--- config.mk ---
export PLATFORM = sky130hd
export DESIGN_NAME = multicycle_control_unit_flat
export DESIGN_NICKNAME = d
export VERILOG_FILES = /design/src/rtl/multicycle_control_unit_if.sv /design/src/rtl/multicycle_control_unit.sv /design/src/flat_wrapper.sv
export SDC_FILE = /design/constraint.sdc
export NUM_CORES = 1
export LEC_CHECK = 0
export BUFFER_PORTS_ARGS = -buffer_cell sky130_fd_sc_hd__buf_2
export CORE_MARGIN = 4
export CORE_UTILIZATION = 53
export DETAILED_ROUTE_END_ITERATION = 8
export PLACE_DENSITY = 0.79
export SYNTH_ARGS = -nofsm -noshare
export SYNTH_HDL_FRONTEND = slang
export SYNTH_SLANG_ARGS = --single-unit
--- constraint.sdc ---
create_clock -name clk -period 2.9 [get_ports clk]
set_input_delay 0.58 -clock clk [delete_from_list [all_inputs] [get_ports clk]]
set_output_delay 0.58 -clock clk [all_outputs]
set_load 0.01 [all_outputs]
--- src/rtl/multicycle_control_unit_if.sv ---
// Control-unit bundle: opcode/mem_ready in, datapath controls and status out.
// master = control unit, slave = datapath side.
interface multicycle_control_unit_if #(
    parameter int CNT_W = 32
);
    logic [6:0]       opcode;
    logic             mem_ready;
    logic             pc_write;
    logic             pc_write_cond;
    logic             ir_write;
    logic             iord;
    logic             branch;
    logic             memread;
    logic             memtoreg;
    logic             memwrite;
    logic             aluSrc;
    logic             regwrite;
    logic [1:0]       Aluop;
    logic             jump;
    logic             link;
    logic             trap;
    logic [2:0]       state_o;
    logic [CNT_W-1:0] instr_retired;

    modport master (
        input  opcode, mem_ready,
        output pc_write, pc_write_cond, ir_write, iord, branch, memread, memtoreg,
               memwrite, aluSrc, regwrite, Aluop, jump, link, trap, state_o, instr_retired
    );

    modport slave (
        output opcode, mem_ready,
        input  pc_write, pc_write_cond, ir_write, iord, branch, memread, memtoreg,
               memwrite, aluSrc, regwrite, Aluop, jump, link, trap, state_o, instr_retired
    );
endinterface

--- src/rtl/multicycle_control_unit.sv ---
// Multi-cycle RV32 control FSM: FETCH/DECODE/EXECUTE/MEM/WB with memory timeout trap.
// Optional JAL/JALR support is enabled by defining MC_CU_JUMP_EN.
module multicycle_control_unit #(
    parameter int TIMEOUT_CYCLES = 16,
    parameter int CNT_W          = 32
) (
    input  logic                       clk,
    input  logic                       reset,
    multicycle_control_unit_if.master  bus
);
    typedef enum logic [2:0] {
        S_FETCH   = 3'd0,
        S_DECODE  = 3'd1,
        S_EXECUTE = 3'd2,
        S_MEM     = 3'd3,
        S_WB      = 3'd4,
        S_TRAP    = 3'd7
    } state_t;

    localparam logic [6:0] OP_LOAD   = 7'b0000011;
    localparam logic [6:0] OP_STORE  = 7'b0100011;
    localparam logic [6:0] OP_RTYPE  = 7'b0110011;
    localparam logic [6:0] OP_BRANCH = 7'b1100011;
    localparam logic [6:0] OP_ITYPE  = 7'b0010011;
    localparam logic [6:0] OP_JAL    = 7'b1101111;
    localparam logic [6:0] OP_JALR   = 7'b1100111;

    localparam int              WAIT_W    = (TIMEOUT_CYCLES > 1) ? $clog2(TIMEOUT_CYCLES) : 1;
    localparam logic [WAIT_W-1:0] WAIT_LAST = WAIT_W'((TIMEOUT_CYCLES > 0) ? TIMEOUT_CYCLES - 1 : 0);

    state_t             state_reg, state_next;
    logic [WAIT_W-1:0]  wait_cnt_reg;
    logic [6:0]         opcode_reg;
    logic [CNT_W-1:0]   retired_reg;
    logic               retire;
    logic               timeout_hit;

    logic pc_write_c, pc_write_cond_c, ir_write_c, iord_c, branch_c, memread_c;
    logic memtoreg_c, memwrite_c, alusrc_c, regwrite_c, jump_c, link_c, trap_c;
    logic [1:0] aluop_c;

    function automatic logic is_legal(input logic [6:0] op);
        case (op)
            OP_LOAD, OP_STORE, OP_RTYPE, OP_BRANCH, OP_ITYPE: is_legal = 1'b1;
`ifdef MC_CU_JUMP_EN
            OP_JAL, OP_JALR:                                  is_legal = 1'b1;
`endif
            default:                                          is_legal = 1'b0;
        endcase
    endfunction

    // A ready on the last allowed wait cycle still completes the access.
    assign timeout_hit = (TIMEOUT_CYCLES > 0) && (wait_cnt_reg == WAIT_LAST) && !bus.mem_ready;

    always_ff @(posedge clk) begin
        if (reset) begin
            state_reg    <= S_FETCH;
            wait_cnt_reg <= '0;
            opcode_reg   <= '0;
            retired_reg  <= '0;
        end else begin
            state_reg <= state_next;
            if (state_next != state_reg)
                wait_cnt_reg <= '0;
            else if (state_reg == S_FETCH || state_reg == S_MEM)
                wait_cnt_reg <= wait_cnt_reg + 1'b1;
            if (state_reg == S_DECODE)
                opcode_reg <= bus.opcode;
            if (retire)
                retired_reg <= retired_reg + CNT_W'(1);
        end
    end

    always_comb begin
        state_next      = state_reg;
        retire          = 1'b0;
        pc_write_c      = 1'b0;
        pc_write_cond_c = 1'b0;
        ir_write_c      = 1'b0;
        iord_c          = 1'b0;
        branch_c        = 1'b0;
        memread_c       = 1'b0;
        memtoreg_c      = 1'b0;
        memwrite_c      = 1'b0;
        alusrc_c        = 1'b0;
        regwrite_c      = 1'b0;
        aluop_c         = 2'b00;
        jump_c          = 1'b0;
        link_c          = 1'b0;
        trap_c          = 1'b0;

        case (state_reg)
            S_FETCH: begin
                memread_c = 1'b1;
                if (bus.mem_ready) begin
                    ir_write_c = 1'b1;
                    pc_write_c = 1'b1;
                    state_next = S_DECODE;
                end else if (timeout_hit) begin
                    state_next = S_TRAP;
                end
            end
            S_DECODE: state_next = is_legal(bus.opcode) ? S_EXECUTE : S_TRAP;
            S_EXECUTE: begin
                case (opcode_reg)
                    OP_LOAD, OP_STORE: begin
                        alusrc_c   = 1'b1;
                        state_next = S_MEM;
                    end
                    OP_RTYPE: begin
                        aluop_c    = 2'b10;
                        state_next = S_WB;
                    end
                    OP_ITYPE: begin
                        alusrc_c   = 1'b1;
                        state_next = S_WB;
                    end
                    OP_BRANCH: begin
                        aluop_c         = 2'b01;
                        branch_c        = 1'b1;
                        pc_write_cond_c = 1'b1;
                        retire          = 1'b1;
                        state_next      = S_FETCH;
                    end
`ifdef MC_CU_JUMP_EN
                    OP_JAL, OP_JALR: begin
                        jump_c     = 1'b1;
                        pc_write_c = 1'b1;
                        alusrc_c   = 1'b1;
                        state_next = S_WB;
                    end
`endif
                    default: state_next = S_TRAP;
                endcase
            end
            S_MEM: begin
                iord_c     = 1'b1;
                memread_c  = (opcode_reg == OP_LOAD);
                memwrite_c = (opcode_reg == OP_STORE);
                if (bus.mem_ready) begin
                    state_next = (opcode_reg == OP_LOAD) ? S_WB : S_FETCH;
                    retire     = (opcode_reg != OP_LOAD);
                end else if (timeout_hit) begin
                    state_next = S_TRAP;
                end
            end
            S_WB: begin
                regwrite_c = 1'b1;
                memtoreg_c = (opcode_reg == OP_LOAD);
`ifdef MC_CU_JUMP_EN
                link_c     = (opcode_reg == OP_JAL) || (opcode_reg == OP_JALR);
`endif
                retire     = 1'b1;
                state_next = S_FETCH;
            end
            S_TRAP:  trap_c = 1'b1;
            default: state_next = S_TRAP;
        endcase

        // Reset masks every control so an aborted instruction never writes.
        if (reset) begin
            pc_write_c      = 1'b0;
            pc_write_cond_c = 1'b0;
            ir_write_c      = 1'b0;
            iord_c          = 1'b0;
            branch_c        = 1'b0;
            memread_c       = 1'b0;
            memtoreg_c      = 1'b0;
            memwrite_c      = 1'b0;
            alusrc_c        = 1'b0;
            regwrite_c      = 1'b0;
            aluop_c         = 2'b00;
            jump_c          = 1'b0;
            link_c          = 1'b0;
            trap_c          = 1'b0;
        end
    end

    assign bus.pc_write      = pc_write_c;
    assign bus.pc_write_cond = pc_write_cond_c;
    assign bus.ir_write      = ir_write_c;
    assign bus.iord          = iord_c;
    assign bus.branch        = branch_c;
    assign bus.memread       = memread_c;
    assign bus.memtoreg      = memtoreg_c;
    assign bus.memwrite      = memwrite_c;
    assign bus.aluSrc        = alusrc_c;
    assign bus.regwrite      = regwrite_c;
    assign bus.Aluop         = aluop_c;
    assign bus.jump          = jump_c;
    assign bus.link          = link_c;
    assign bus.trap          = trap_c;
    assign bus.state_o       = state_reg;
    assign bus.instr_retired = retired_reg;
endmodule

--- src/flat_wrapper.sv ---
// flat-port wrapper written by rule: the top's interface ports become plain ports
module multicycle_control_unit_flat 
#(
    parameter int TIMEOUT_CYCLES = 16,
    parameter int CNT_W          = 32
)
  (clk, reset, bus_opcode, bus_mem_ready, bus_pc_write, bus_pc_write_cond, bus_ir_write, bus_iord, bus_branch, bus_memread, bus_memtoreg, bus_memwrite, bus_aluSrc, bus_regwrite, bus_Aluop, bus_jump, bus_link, bus_trap, bus_state_o, bus_instr_retired);
  multicycle_control_unit_if #(.CNT_W(CNT_W)) bus_i ();
  input  logic clk;
  input  logic reset;
  input wire logic [$bits(bus_i.opcode)-1:0] bus_opcode;
  input wire logic [$bits(bus_i.mem_ready)-1:0] bus_mem_ready;
  output wire logic [$bits(bus_i.pc_write)-1:0] bus_pc_write;
  output wire logic [$bits(bus_i.pc_write_cond)-1:0] bus_pc_write_cond;
  output wire logic [$bits(bus_i.ir_write)-1:0] bus_ir_write;
  output wire logic [$bits(bus_i.iord)-1:0] bus_iord;
  output wire logic [$bits(bus_i.branch)-1:0] bus_branch;
  output wire logic [$bits(bus_i.memread)-1:0] bus_memread;
  output wire logic [$bits(bus_i.memtoreg)-1:0] bus_memtoreg;
  output wire logic [$bits(bus_i.memwrite)-1:0] bus_memwrite;
  output wire logic [$bits(bus_i.aluSrc)-1:0] bus_aluSrc;
  output wire logic [$bits(bus_i.regwrite)-1:0] bus_regwrite;
  output wire logic [$bits(bus_i.Aluop)-1:0] bus_Aluop;
  output wire logic [$bits(bus_i.jump)-1:0] bus_jump;
  output wire logic [$bits(bus_i.link)-1:0] bus_link;
  output wire logic [$bits(bus_i.trap)-1:0] bus_trap;
  output wire logic [$bits(bus_i.state_o)-1:0] bus_state_o;
  output wire logic [$bits(bus_i.instr_retired)-1:0] bus_instr_retired;
  assign bus_i.opcode = bus_opcode;
  assign bus_i.mem_ready = bus_mem_ready;
  assign bus_pc_write = bus_i.pc_write;
  assign bus_pc_write_cond = bus_i.pc_write_cond;
  assign bus_ir_write = bus_i.ir_write;
  assign bus_iord = bus_i.iord;
  assign bus_branch = bus_i.branch;
  assign bus_memread = bus_i.memread;
  assign bus_memtoreg = bus_i.memtoreg;
  assign bus_memwrite = bus_i.memwrite;
  assign bus_aluSrc = bus_i.aluSrc;
  assign bus_regwrite = bus_i.regwrite;
  assign bus_Aluop = bus_i.Aluop;
  assign bus_jump = bus_i.jump;
  assign bus_link = bus_i.link;
  assign bus_trap = bus_i.trap;
  assign bus_state_o = bus_i.state_o;
  assign bus_instr_retired = bus_i.instr_retired;
  multicycle_control_unit #(.TIMEOUT_CYCLES(TIMEOUT_CYCLES), .CNT_W(CNT_W)) u_core (.clk(clk), .reset(reset), .bus(bus_i));
endmodule
==> summary.txt <==
OUTCOME
----------------------------------------------------------------------------------------
Outcome ................................................................... complete, no violations

MIN PATH
----------------------------------------------------------------------------------------
Launch point of the worst hold path ....................................... u_core.bus.instr_retired[30]$_SDFFE_PP0P_
Hold WC Path Type ......................................................... register to register
Worst min-delay path endpoint ............................................. u_core.bus.instr_retired[30]$_SDFFE_PP0P_
Cell count of the worst hold path .........................................            2

CRITICAL PATH
----------------------------------------------------------------------------------------
Depth of the worst register-to-register path ..............................            6
Kind of critical path ..................................................... register to primary output
Critical R2R Capture ...................................................... u_core.bus.instr_retired[10]$_SDFFE_PP0P_
Required time worst endpoint ..............................................      2.32 ns
Crit Path Max Fanout ......................................................            4
Worst reg2reg startpoint .................................................. u_core.bus.state_o[0]$_SDFF_PP0_
Signal arrival time at the worst endpoint .................................      2.06 ns
Category of the worst setup path capture point ............................ primary output
Startpoint type of the worst setup path ...................................     register
Setup slack on the worst flop-to-flop path ................................      0.57 ns

LOGIC SYNTHESIS
----------------------------------------------------------------------------------------
Dominant combinational cell family by area after synthesis ................ simple AND/OR/NAND/NOR gates
Synth Area in Compound Gates ..............................................        0.174
Sequential area share after synthesis .....................................        0.375
Multiplexer share of the synthesized area .................................       0.0468
Post-synthesis simple-gate area fraction ..................................        0.307
Share of the synthesized netlist area taken by xor and xnor gates .........       0.0249
Syn Area/Cell .............................................................     8.14 µm²
Adder and majority gate portion of the synthesized area ...................       0.0102
Number of synthesized flops with an enable pin ............................            0
Warning count from the yosys run ..........................................            0
Count of state elements after synthesis ...................................           46
Share of synthesized flip-flops with an asynchronous set or reset .........            0
Flip-flop cell with the highest count after synthesis ..................... sky130_fd_sc_hd__dfxtp_1
Unique masters post-synth .................................................           52
Post-synthesis cell count .................................................          302
Area of the mapped netlist ................................................  0.00246 mm²

DIE
----------------------------------------------------------------------------------------
Die Width .................................................................      76.1 µm
Standard-cell row count ...................................................           24
Io pins ...................................................................           60
Initial Utilization .......................................................        0.557
Height of the chip ........................................................      76.1 µm
Total core area ...........................................................  0.00441 mm²
Total Die Area ............................................................  0.00579 mm²

TIMING
----------------------------------------------------------------------------------------
Final critical delay including setup and external delays ..................      2.64 ns
Number of slew-limit violations in the final report .......................            0
RSZ-0062 raised after global routing ......................................        false
Worst rel slew slack ......................................................        0.616
Post-route worst setup slack ..............................................     0.264 ns
Final period utilization ..................................................        0.909
Measured slew at the worst slew-check pin .................................     0.569 ns
Final Hold Violating Endpoints ............................................            0
Final setup viols .........................................................            0
Achievable clock frequency ................................................      379 MHz
Final clock skew ..........................................................   0.00960 ns
Final sum of negative setup slack .........................................         0 ns

FINISH
----------------------------------------------------------------------------------------
Antenna diode instance count ..............................................            0
Leading cell type in the layout, fill and taps excluded ................... sky130_fd_sc_hd__buf_2
Total number of nets in the final design ..................................          365
Number of inserted filler cells in the final layout .......................          385
Syn-to-layout area delta ..................................................        18.9%
Count of placed standard cells in the final layout, fillers left out ......          406
Max FFs per register ......................................................           32
Final instance area .......................................................  0.00292 mm²
Share of post-route cells with drive strength above 1 .....................        0.246
Commonest cells after routing, fill and taps aside ........................ 57 x sky130_fd_sc_hd__buf_2, 46 x sky130_fd_sc_hd__dfxtp_1, 29 x sky130_fd_sc_hd__a21oi_1

POWER AND IR DROP
----------------------------------------------------------------------------------------
Clk network pwr share .....................................................        0.317
Power, Total ..............................................................      1840 µW
Power density over the cells ..............................................   628 mW/mm²
Net Sw Power ..............................................................       561 µW
Logic pwr share ...........................................................        0.263
Worst ir drop on vdd ......................................................     0.434 mV
Share of total power consumed by net switching ............................        0.305
Internal power ............................................................      1270 µW
Leak Pwr ..................................................................   0.00114 µW
Sequential power share ....................................................        0.421

PLACE
----------------------------------------------------------------------------------------
Post-detail-place hpwl ....................................................      4100 µm
Number of buffers inserted by port buffering ..............................           57
Post-placement setup slack ................................................     0.580 ns
Routability congestion estimate from global placement .....................        0.808
Number of cells after detailed placement ..................................          398
Cell Area, Placed .........................................................  0.00278 mm²

CLOCK NETWORK
----------------------------------------------------------------------------------------
Clk slew on worst S/H paths ...............................................      0.08 ns
Postcts setup bufs ........................................................            0
Clk buf depth .............................................................            2
Count of cells resized by post-cts repair .................................            0
TritonCTS clock tree ......................................................          yes
Count of hold-fix buffers inserted at cts .................................            0
Root buffer cell .......................................................... sky130_fd_sc_hd__clkbuf_8
# clock sinks .............................................................           46
Clock latency on the worst-skew pair ......................................      0.30 ns
Inserted Clock Buffers ....................................................            5
CTS HTree Levels ..........................................................            2

ROUTE
----------------------------------------------------------------------------------------
Detailed router's first-iteration violation count .........................          141
Wirelength per Cell .......................................................      14.1 µm
Remaining DRCs ............................................................            0
Antenna-violating nets left ...............................................            0
Routed wire length ........................................................      5730 µm
Number of search-and-repair iterations in the first detailed-routing pass .            4
DR vias/cell ..............................................................         5.88
Vias post-DR ..............................................................         2388

GLOBAL ROUTE
----------------------------------------------------------------------------------------
Remaining Overflow, GRT ...................................................            0
Largest net degree at the start of global routing .........................           36
Gr usage total ............................................................        0.196
Initial antenna violation count ...........................................            0
Vias in the first global route ............................................         2065
First-pass GRT wire length ................................................      9700 µm

JOB
----------------------------------------------------------------------------------------
Max Cap Violations ........................................................            0

## metal layers
metal / GRT usage / routed length, µm
met5: 0 / 0
met4: 0.0594 / 57
met3: 0.0520 / 318
met2: 0.311 / 2720
met1: 0.260 / 2630
## area by class of cell
cell class / instances / area, µm² / area share
Tap cell: 52 / 65.1 / 0.0223
Clock inverter: 2 / 60.1 / 0.0205
Clock buffer: 6 / 82.6 / 0.0283
Multi-Input combinational cell: 222 / 1390 / 0.476
Sequential cell: 46 / 921 / 0.315
Inverter: 11 / 41.3 / 0.0141
Timing Repair Buffer: 67 / 360 / 0.123
## kinds of logic after synthesis
group,count (synthesis)
XOR/XNOR,7
adder cells (fa/ha/maj),2
other,1
AND/OR/NAND/NOR,130
multiplexers,11
flip-flops,46
AO/OA/AOI/OAI,70
buffers and inverters,35
## cells in the mapped netlist, types with 3 or more instances
library cell | instances | area (µm²)
sky130_fd_sc_hd__nor3_1 | 5 | 25.0
sky130_fd_sc_hd__a21oi_1 | 29 | 145
sky130_fd_sc_hd__inv_1 | 11 | 41.3
sky130_fd_sc_hd__nand4_1 | 6 | 37.5
sky130_fd_sc_hd__o21ai_0 | 13 | 65.1
sky130_fd_sc_hd__nor3b_1 | 4 | 30.0
sky130_fd_sc_hd__o31ai_1 | 12 | 90.1
sky130_fd_sc_hd__nor2b_1 | 4 | 25.0
sky130_fd_sc_hd__nor4_1 | 7 | 43.8
sky130_fd_sc_hd__or4_1 | 14 | 105
sky130_fd_sc_hd__xor2_1 | 3 | 26.3
sky130_fd_sc_hd__mux2_2 | 4 | 45.0
sky130_fd_sc_hd__buf_4 | 4 | 30.0
sky130_fd_sc_hd__mux2i_1 | 7 | 70.1
sky130_fd_sc_hd__nand2b_1 | 3 | 18.8
sky130_fd_sc_hd__nand2_1 | 18 | 67.6
sky130_fd_sc_hd__a31oi_1 | 3 | 18.8
sky130_fd_sc_hd__clkbuf_1 | 16 | 60.1
sky130_fd_sc_hd__dfxtp_1 | 46 | 921
sky130_fd_sc_hd__nand3_1 | 12 | 60.1
sky130_fd_sc_hd__xnor2_1 | 4 | 35.0
sky130_fd_sc_hd__nor2_1 | 28 | 105
sky130_fd_sc_hd__or3_1 | 12 | 75.1
## power by group through the flow
| stage | sequential (µW) | combinational, µW | clock (µW) |
|---|---|---|---|
| 2_1_floorplan | 747 | 396 | 0 |
| 3_3_place_gp | 783 | 470 | 0 |
| 3_5_place_dp | 785 | 478 | 0 |
| 4_1_cts | 770 | 482 | 588 |
| 5_1_grt | 784 | 543 | 620 |
| 6_report | 772 | 482 | 582 |
## worst max path at each step
stage              endpoint  slack (ns)                              start
4_1_cts         bus_memread        0.25  u_core.opcode_reg[0]$_SDFFE_PP0P_
6_report        bus_memread        0.26  u_core.opcode_reg[0]$_SDFFE_PP0P_
2_1_floorplan  bus_pc_write        0.60                              reset
3_3_place_gp    bus_memread        0.62  u_core.opcode_reg[2]$_SDFFE_PP0P_
3_5_place_dp    bus_memread        0.58  u_core.opcode_reg[0]$_SDFFE_PP0P_
5_1_grt         bus_memread        0.05  u_core.opcode_reg[2]$_SDFFE_PP0P_
## stage by stage
step,hold WS [ns],utilization
finish,0.489,0.662
global route,0.525,0.662
CTS,0.497,0.662
detailed placement,0.485,0.630
global placement,0.474,0.630
floorplan,0.465,-
## critical path: stages (launching register included)
cell                      delay [ns]
sky130_fd_sc_hd__dfxtp_1        0.34
sky130_fd_sc_hd__or4bb_1        0.55
sky130_fd_sc_hd__nor4_1         0.35
sky130_fd_sc_hd__nand3_1        0.13
sky130_fd_sc_hd__o21a_1         0.13
sky130_fd_sc_hd__nor3_1         0.11
sky130_fd_sc_hd__buf_2          0.15
Power figures use the tool's default switching activity.
